## src/rtl/run_sequencer_if.sv

```systemverilog
// Host/CPU-facing signal bundle for run_sequencer.
// master: the sequencer side; slave: the host/CPU environment side.
interface run_sequencer_if;
  logic        go;
  logic        busy;
  logic        cpu_start;
  logic        cpu_done;
  logic        run_done;
  logic [15:0] cycles;
  logic        timed_out;
  logic [7:0]  run_count;

  modport master (
    input  go,
    input  cpu_done,
    output busy,
    output cpu_start,
    output run_done,
    output cycles,
    output timed_out,
    output run_count
  );

  modport slave (
    output go,
    output cpu_done,
    input  busy,
    input  cpu_start,
    input  run_done,
    input  cycles,
    input  timed_out,
    input  run_count
  );
endinterface

```

## src/rtl/run_sequencer.sv

```systemverilog
// Launches one CPU run per go: parks the CPU in reset-like start, releases it, times the run.
// Optional watchdog on the RUN phase is enabled by defining RUN_WATCHDOG_EN.
module run_sequencer #(
  parameter int unsigned START_CYCLES   = 2,
  parameter int unsigned TIMEOUT_CYCLES = 1000
) (
  input logic              clk,
  input logic              rst_n,
  run_sequencer_if.master  bus
);

  if (START_CYCLES < 1 || START_CYCLES > 255) begin : g_bad_start
    $error("START_CYCLES must be in 1..255");
  end
  if (TIMEOUT_CYCLES < 2 || TIMEOUT_CYCLES > 65535) begin : g_bad_timeout
    $error("TIMEOUT_CYCLES must be in 2..65535");
  end

  typedef enum logic [1:0] {StIdle, StHold, StRun, StFin} state_e;

  localparam logic [7:0]  HoldLast = 8'(START_CYCLES - 1);
  localparam logic [15:0] CntMax   = 16'hFFFF;

  state_e      state_q, state_d;
  logic [7:0]  hold_cnt_q, hold_cnt_d;
  logic [15:0] run_cnt_q, run_cnt_d;
  logic [15:0] cycles_q, cycles_d;
  logic [7:0]  run_count_q, run_count_d;
  logic        done_ok;

  // run_cnt_q is 1 only in the first RUN cycle, where a stale done is blanked.
  assign done_ok = bus.cpu_done && (run_cnt_q != 16'd1);

`ifdef RUN_WATCHDOG_EN
  localparam logic [15:0] Timeout = 16'(TIMEOUT_CYCLES);
  logic timed_out_q, timed_out_d;
`endif

  always_comb begin
    state_d     = state_q;
    hold_cnt_d  = hold_cnt_q;
    run_cnt_d   = run_cnt_q;
    cycles_d    = cycles_q;
    run_count_d = run_count_q;
`ifdef RUN_WATCHDOG_EN
    timed_out_d = timed_out_q;
`endif
    unique case (state_q)
      StIdle: begin
        if (bus.go) begin
          state_d    = StHold;
          hold_cnt_d = '0;
        end
      end
      StHold: begin
        if (hold_cnt_q == HoldLast) begin
          state_d   = StRun;
          run_cnt_d = 16'd1;
        end else begin
          hold_cnt_d = hold_cnt_q + 8'd1;
        end
      end
      StRun: begin
        if (done_ok) begin
          state_d     = StFin;
          cycles_d    = run_cnt_q;
          run_count_d = run_count_q + 8'd1;
`ifdef RUN_WATCHDOG_EN
          timed_out_d = 1'b0;
        end else if (run_cnt_q == Timeout) begin
          state_d     = StFin;
          cycles_d    = Timeout;
          run_count_d = run_count_q + 8'd1;
          timed_out_d = 1'b1;
`endif
        end else if (run_cnt_q != CntMax) begin
          run_cnt_d = run_cnt_q + 16'd1;
        end
      end
      StFin: begin
        state_d = StIdle;
      end
      default: begin
        state_d = StIdle;
      end
    endcase
  end

  always_ff @(posedge clk) begin
    if (!rst_n) begin
      state_q     <= StIdle;
      hold_cnt_q  <= '0;
      run_cnt_q   <= '0;
      cycles_q    <= '0;
      run_count_q <= '0;
`ifdef RUN_WATCHDOG_EN
      timed_out_q <= 1'b0;
`endif
    end else begin
      state_q     <= state_d;
      hold_cnt_q  <= hold_cnt_d;
      run_cnt_q   <= run_cnt_d;
      cycles_q    <= cycles_d;
      run_count_q <= run_count_d;
`ifdef RUN_WATCHDOG_EN
      timed_out_q <= timed_out_d;
`endif
    end
  end

  assign bus.busy      = (state_q != StIdle);
  assign bus.cpu_start = (state_q != StRun);
  assign bus.run_done  = (state_q == StFin);
  assign bus.cycles    = cycles_q;
  assign bus.run_count = run_count_q;
`ifdef RUN_WATCHDOG_EN
  assign bus.timed_out = timed_out_q;
`else
  assign bus.timed_out = 1'b0;
`endif

endmodule

```

## src/flat_wrapper.sv

```systemverilog
// flat-port wrapper written by rule: the top's interface ports become plain ports
module run_sequencer_flat 
#(
  parameter int unsigned START_CYCLES   = 2,
  parameter int unsigned TIMEOUT_CYCLES = 1000
)
  (clk, rst_n, bus_go, bus_cpu_done, bus_busy, bus_cpu_start, bus_run_done, bus_cycles, bus_timed_out, bus_run_count);
  run_sequencer_if bus_i ();
  input logic clk;
  input logic rst_n;
  input wire logic [$bits(bus_i.go)-1:0] bus_go;
  input wire logic [$bits(bus_i.cpu_done)-1:0] bus_cpu_done;
  output wire logic [$bits(bus_i.busy)-1:0] bus_busy;
  output wire logic [$bits(bus_i.cpu_start)-1:0] bus_cpu_start;
  output wire logic [$bits(bus_i.run_done)-1:0] bus_run_done;
  output wire logic [$bits(bus_i.cycles)-1:0] bus_cycles;
  output wire logic [$bits(bus_i.timed_out)-1:0] bus_timed_out;
  output wire logic [$bits(bus_i.run_count)-1:0] bus_run_count;
  assign bus_i.go = bus_go;
  assign bus_i.cpu_done = bus_cpu_done;
  assign bus_busy = bus_i.busy;
  assign bus_cpu_start = bus_i.cpu_start;
  assign bus_run_done = bus_i.run_done;
  assign bus_cycles = bus_i.cycles;
  assign bus_timed_out = bus_i.timed_out;
  assign bus_run_count = bus_i.run_count;
  run_sequencer #(.START_CYCLES(START_CYCLES), .TIMEOUT_CYCLES(TIMEOUT_CYCLES)) u_core (.clk(clk), .rst_n(rst_n), .bus(bus_i));
endmodule
```

## config.mk

```make
export PLATFORM = sky130hd
export DESIGN_NAME = run_sequencer_flat
export DESIGN_NICKNAME = d
export VERILOG_FILES = /design/src/rtl/run_sequencer_if.sv /design/src/rtl/run_sequencer.sv /design/src/flat_wrapper.sv
export SDC_FILE = /design/constraint.sdc
export NUM_CORES = 1
export LEC_CHECK = 0
export CORE_MARGIN = 3
export CORE_UTILIZATION = 30
export CTS_BUF_LIST = sky130_fd_sc_hd__clkbuf_16
export DETAILED_ROUTE_END_ITERATION = 10
export PLACE_DENSITY = 0.46
export SYNTH_ARGS = -nofsm -noshare
export SYNTH_HDL_FRONTEND = slang
export SYNTH_SLANG_ARGS = --single-unit
```

## constraint.sdc

```tcl
create_clock -name clk -period 2.43 [get_ports clk]
set_input_delay 0.729 -clock clk [delete_from_list [all_inputs] [get_ports clk]]
set_output_delay 0.729 -clock clk [all_outputs]
set_load 0.05 [all_outputs]
```

* Word level (Yosys, flattened, before mapping)
Cells that the tools add are included.
** Cells by class
- $mul :: 0
- Shifts and indexed selects :: 0
- Divide/modulo/power cells :: 0
- Equal/unequal tests :: 13
- Bitwise logic cells :: 0
- Order comparisons :: 0
- Reduce and logical (&&, ||, !) cells :: 9
- Multiplexer cells :: 11
- Add/subtract/negate cells :: 3
** Operators by type and width (number)
- two-way mux 16 bit :: 3
- case mux 16 bit (2 select lines) :: 1
- adder 16 x 1 -> 16 bit (second input constant) :: 1
- adder 8 x 1 -> 8 bit (second input constant) :: 2
- two-way mux 8 bit :: 2
- inequality test 16 x 1 -> 1 bit (second input constant) :: 1
- inequality test 16 bit (second input constant) :: 1
- case mux 8 bit (2 select lines) :: 1
- == test 8 x 1 -> 1 bit (second input constant) :: 1
- inequality test 2 bit (second input constant) :: 4
- case mux 2 bit (4 select lines) :: 1
- two-way mux 2 bit :: 3
- inequality test 2 x 1 -> 1 bit (second input constant) :: 3
- AND reduction 3 bit :: 2
- nonzero test 2 bit :: 3
- == test 2 bit (second input constant) :: 2
- AND reduction 4 bit :: 1
- == test 2 x 1 -> 1 bit (second input constant) :: 1
- zero test 2 bit :: 1
- AND reduction 2 bit :: 1
- logical AND 1 bit :: 1
** Word-level totals
- Memories :: 0
- RAM bits :: 0
- Output and inout port bits :: 28
- Register bits :: 50
- Memory bits (read-only) :: 0
- Input bits :: 4
- Logic and storage cells :: 41
- Bits in latches :: 0

* Longest topological paths before layout
- Depth after elaboration :: 4
- Mapped depth :: 10
- Mapped depth without buffers :: 7

* Worst setup path before layout
Ideal clock, no wire load.
- Path type :: register -> output
- Start :: reg u_core.state_q[0]
- End :: out bus_cpu_start
- Path slack :: 0.142 ns
- Path buffers :: 2
- Data arrival time :: 1.559 ns
- Cell stages (with the launch flop) :: 6
- Required time :: 1.701 ns
- Cell sequence :: dfxtp_1 -> inv_1 -> ha_1 -> buf_2 -> inv_1 -> clkbuf_1
** Between the ends
- Longest elaborated chain between the ends :: 1
** RTL lines
- start: declaration :: RTL line run_sequencer.sv:24 : state_e state_q, state_d;
- start signal: assignment :: RTL line run_sequencer.sv:91 : state_q <= StIdle;
- start signal: assignment :: RTL line run_sequencer.sv:100 : state_q <= state_d;
- inequality test 2 bit :: RTL line run_sequencer.sv:112 : assign bus.cpu_start = (state_q != StRun);
- end: declaration :: RTL line flat_wrapper.sv:14 : output wire logic [$bits(bus_i.cpu_start)-1:0] bus_cpu_start;
No other way between the ends.

* Worst setup path in the final report
Same ends and word-level chain as after synthesis.

==> reports/metrics.cfg <==
[outcome]
status = complete, no violations

[placed_design]
dpl_cell_area_um2 = 3250
place_ws_ns = 0.0636
numPortBuffers = 30
place_congestion = 0.886
numPlacedInstances = 462
dp_hpwl_um = 5400

[worst_setup_path]
r2r_setup_slack_ns = 0.24
regToRegEndpoint = u_core.run_cnt_q[14]
cp_slowest_cell = dfxtp_1
cp_data_arrival_time_ns = 1.52
critPathKind = reg -> out
crit_path_max_fanout = 7
cp_slowest_stage_delay_ns = 0.39
path_cells = inv_1, ha_1, inv_1, buf_12
cp.required_ns = 1.70
timing.rr.start = u_core.run_cnt_q[1]
crit_buf_inv = 3
cp_top_family = buffers and inverters
rr_worst_depth = 6
end_kind = output pin
critical_path.most_common_cell = inv_1
cp-start-kind = register

[layout]
final_common_cell = nand2_1
n_antenna_cell = 0
nNetsFinal = 375
instances_no_fill = 470
drive_above_1_share = 0.130
finalInstanceArea_um2 = 3410
areaGrowthSynthToFinish_pct = 25.8
mostFrequentLayoutCells = nand2_1 (53), dfxtp_1 (50), a21oi_1 (27), clkdlybuf4s50_1 (27), nor2_1 (21)
utilization = 0.390

[clocking]
root_buffer = clkbuf_16
cts_tree = built
htreeDepth = 2
cts_sinks = 50
cts_buffers = 5
post_cts_buffers = 0
clkLatencyLatePin_ns = 0.28
cts.reportedPaths.clkPinSlew_ns = 0.07
cts_resized = 0
clockBufferDepth = 2
cts_hold_repair.buffers = 0

[logic_synthesis]
ys_warn_count = 0
synth_ff_type = dfxtp_1
synthCells = 322
syn_nets = 336
syn-cell-area_um2 = 2720
synth_cell_types = 62
seq_area_frac_synth = 0.369
syn_avg_cell_area_um2 = 8.43
synth_edf_count = 0
synth_seq_cells = 50
async_reset_ff_frac = 0

[pwr]
power_density_nw_per_um2 = 782
finalPower_mw = 2.67
ir_drop_mv = 0.294
power.leakage_nw = 1.23

[detailed_routing]
ant_nets = 0
viasPerCell = 5.38
vias = 2529
dr.pass1.iters = 4
drt_iter0_markers = 183
wl_per_cell_um = 15.7
route.detailed.drc = 0
wl_um = 7380

[sta]
fin_setup_tns_ns = 0
slew_violations = 0
period_share = 0.925
whs_ns = 0.454
final.setup.worst_slack_ns = 0.182
period_needed_ns = 2.25
clock.fmax_mhz = 445
worst_clock_skew_ns = 0.00374
rsz0062_at_grt = false
slew_headroom = 0.584
setup_violations = 0
hold_viol = 0
worstMarginPinSlew_ns = 0.623

[hold_path]
hold_end = u_core.bus.cycles[3]
worstHoldStart = u_core.bus.cycles[3]
whs_path_depth = 2
holdCritPathClass = reg -> reg

[floorplan]
start_util = 0.310
fp.dieH_um = 101
die_area_um2 = 10200
core.rowCount = 34
die_w_um = 101
top_level_ports = 32
core_um2 = 8760

[global_routing]
antenna_found_initial = 0
grt_pass1_vias = 2390
gr-total-overflow = 0
grt_pass1_wl_um = 12200
track_usage = 0.149
grt_max_degree = 34

[job]
maxCapViolCount = 0

## synthesized netlist by cell type, types with 3 or more instances
master / count / area (µm²)
a31oi_1: 3 / 18.8
inv_1: 10 / 37.5
nand3_1: 9 / 45.0
dfxtp_1: 50 / 1000
nor4_2: 3 / 37.5
nor4b_1: 3 / 26.3
a41o_1: 5 / 50.1
nor2_1: 21 / 78.8
a32o_1: 3 / 30.0
o31ai_1: 3 / 22.5
o21a_1: 5 / 37.5
buf_4: 4 / 30.0
ha_1: 10 / 125
o21ai_0: 4 / 20.0
xor2_1: 10 / 87.6
nand4_1: 14 / 87.6
and2_1: 5 / 31.3
and3_1: 7 / 43.8
buf_2: 5 / 25.0
nor3_1: 7 / 35.0
clkbuf_1: 7 / 26.3
or3_1: 3 / 18.8
a21oi_1: 27 / 135
nand2_1: 53 / 199
## sequential cells by signal (all words and copies together) (netlist names)
register,count
u_core.state_q,2
u_core.bus.run_count,8
u_core.run_cnt_q,16
u_core.bus.cycles,16
u_core.hold_cnt_q,8
## cell families (layout without fill, tap and decap cells)
group,count (synthesis),after routing,synth area share
AND/OR/NAND/NOR,148,148,0.304
buffers and inverters,29,69,0.0535
flip-flops,50,50,0.369
other,1,1,0.00138
XOR/XNOR,12,12,0.0387
multiplexers,2,2,0.00783
AO/OA/AOI/OAI,70,70,0.180
adder cells (fa/ha/maj),10,10,0.0461
## how the worst max path moves through the flow
stage	from	end	slack [ns]	depth (start not counted)
2_1_floorplan	u_core.state_q[0]	bus_cpu_start	0.14	5
3_3_place_gp	bus_cpu_done	u_core.run_cnt_q[4]	0.1	6
3_5_place_dp	bus_cpu_done	u_core.run_cnt_q[4]	0.06	6
4_1_cts	u_core.bus.run_count[2]	bus_run_count[2]	0.18	1
5_1_grt	u_core.state_q[0]	u_core.run_cnt_q[4]	0.08	7
6_report	u_core.state_q[0]	bus_cpu_start	0.18	4
## worst min-delay path, stage by stage (launching register included)
cell and delay (ns):
dfxtp_1 0.31, nand2_1 0.05, a21oi_1 0.05
## metal layers
metal,GRT usage,part of all wire,up-vias,wire [µm]
met5,0,0,-,0
met4,0.0368,0.010,0,77
met2,0.220,0.43,83,3140
li1,-,-,1254,-
met3,0.0269,0.074,6,549
met1,0.222,0.49,1186,3610
## area by class of cell
cell class              count  area (µm²)
flip-flops and latches     50        1000
inverters                  11        41.3
multi-input cells         243        1570
clock inverters             3        37.5
repair buffers             50         505
well taps                 108         135
fillers                   891        5350
clock buffers               5         125
## power by group
group / total, mW / internal [mW] / switching (mW) / leakage (nW)
combinational: 1.01 / 0.410 / 0.597 / 0.740
clock: 0.779 / 0.479 / 0.301 / 0.0864
sequential: 0.884 / 0.853 / 0.0318 / 0.403
Note: power is estimated with default switching activity, not from simulation.
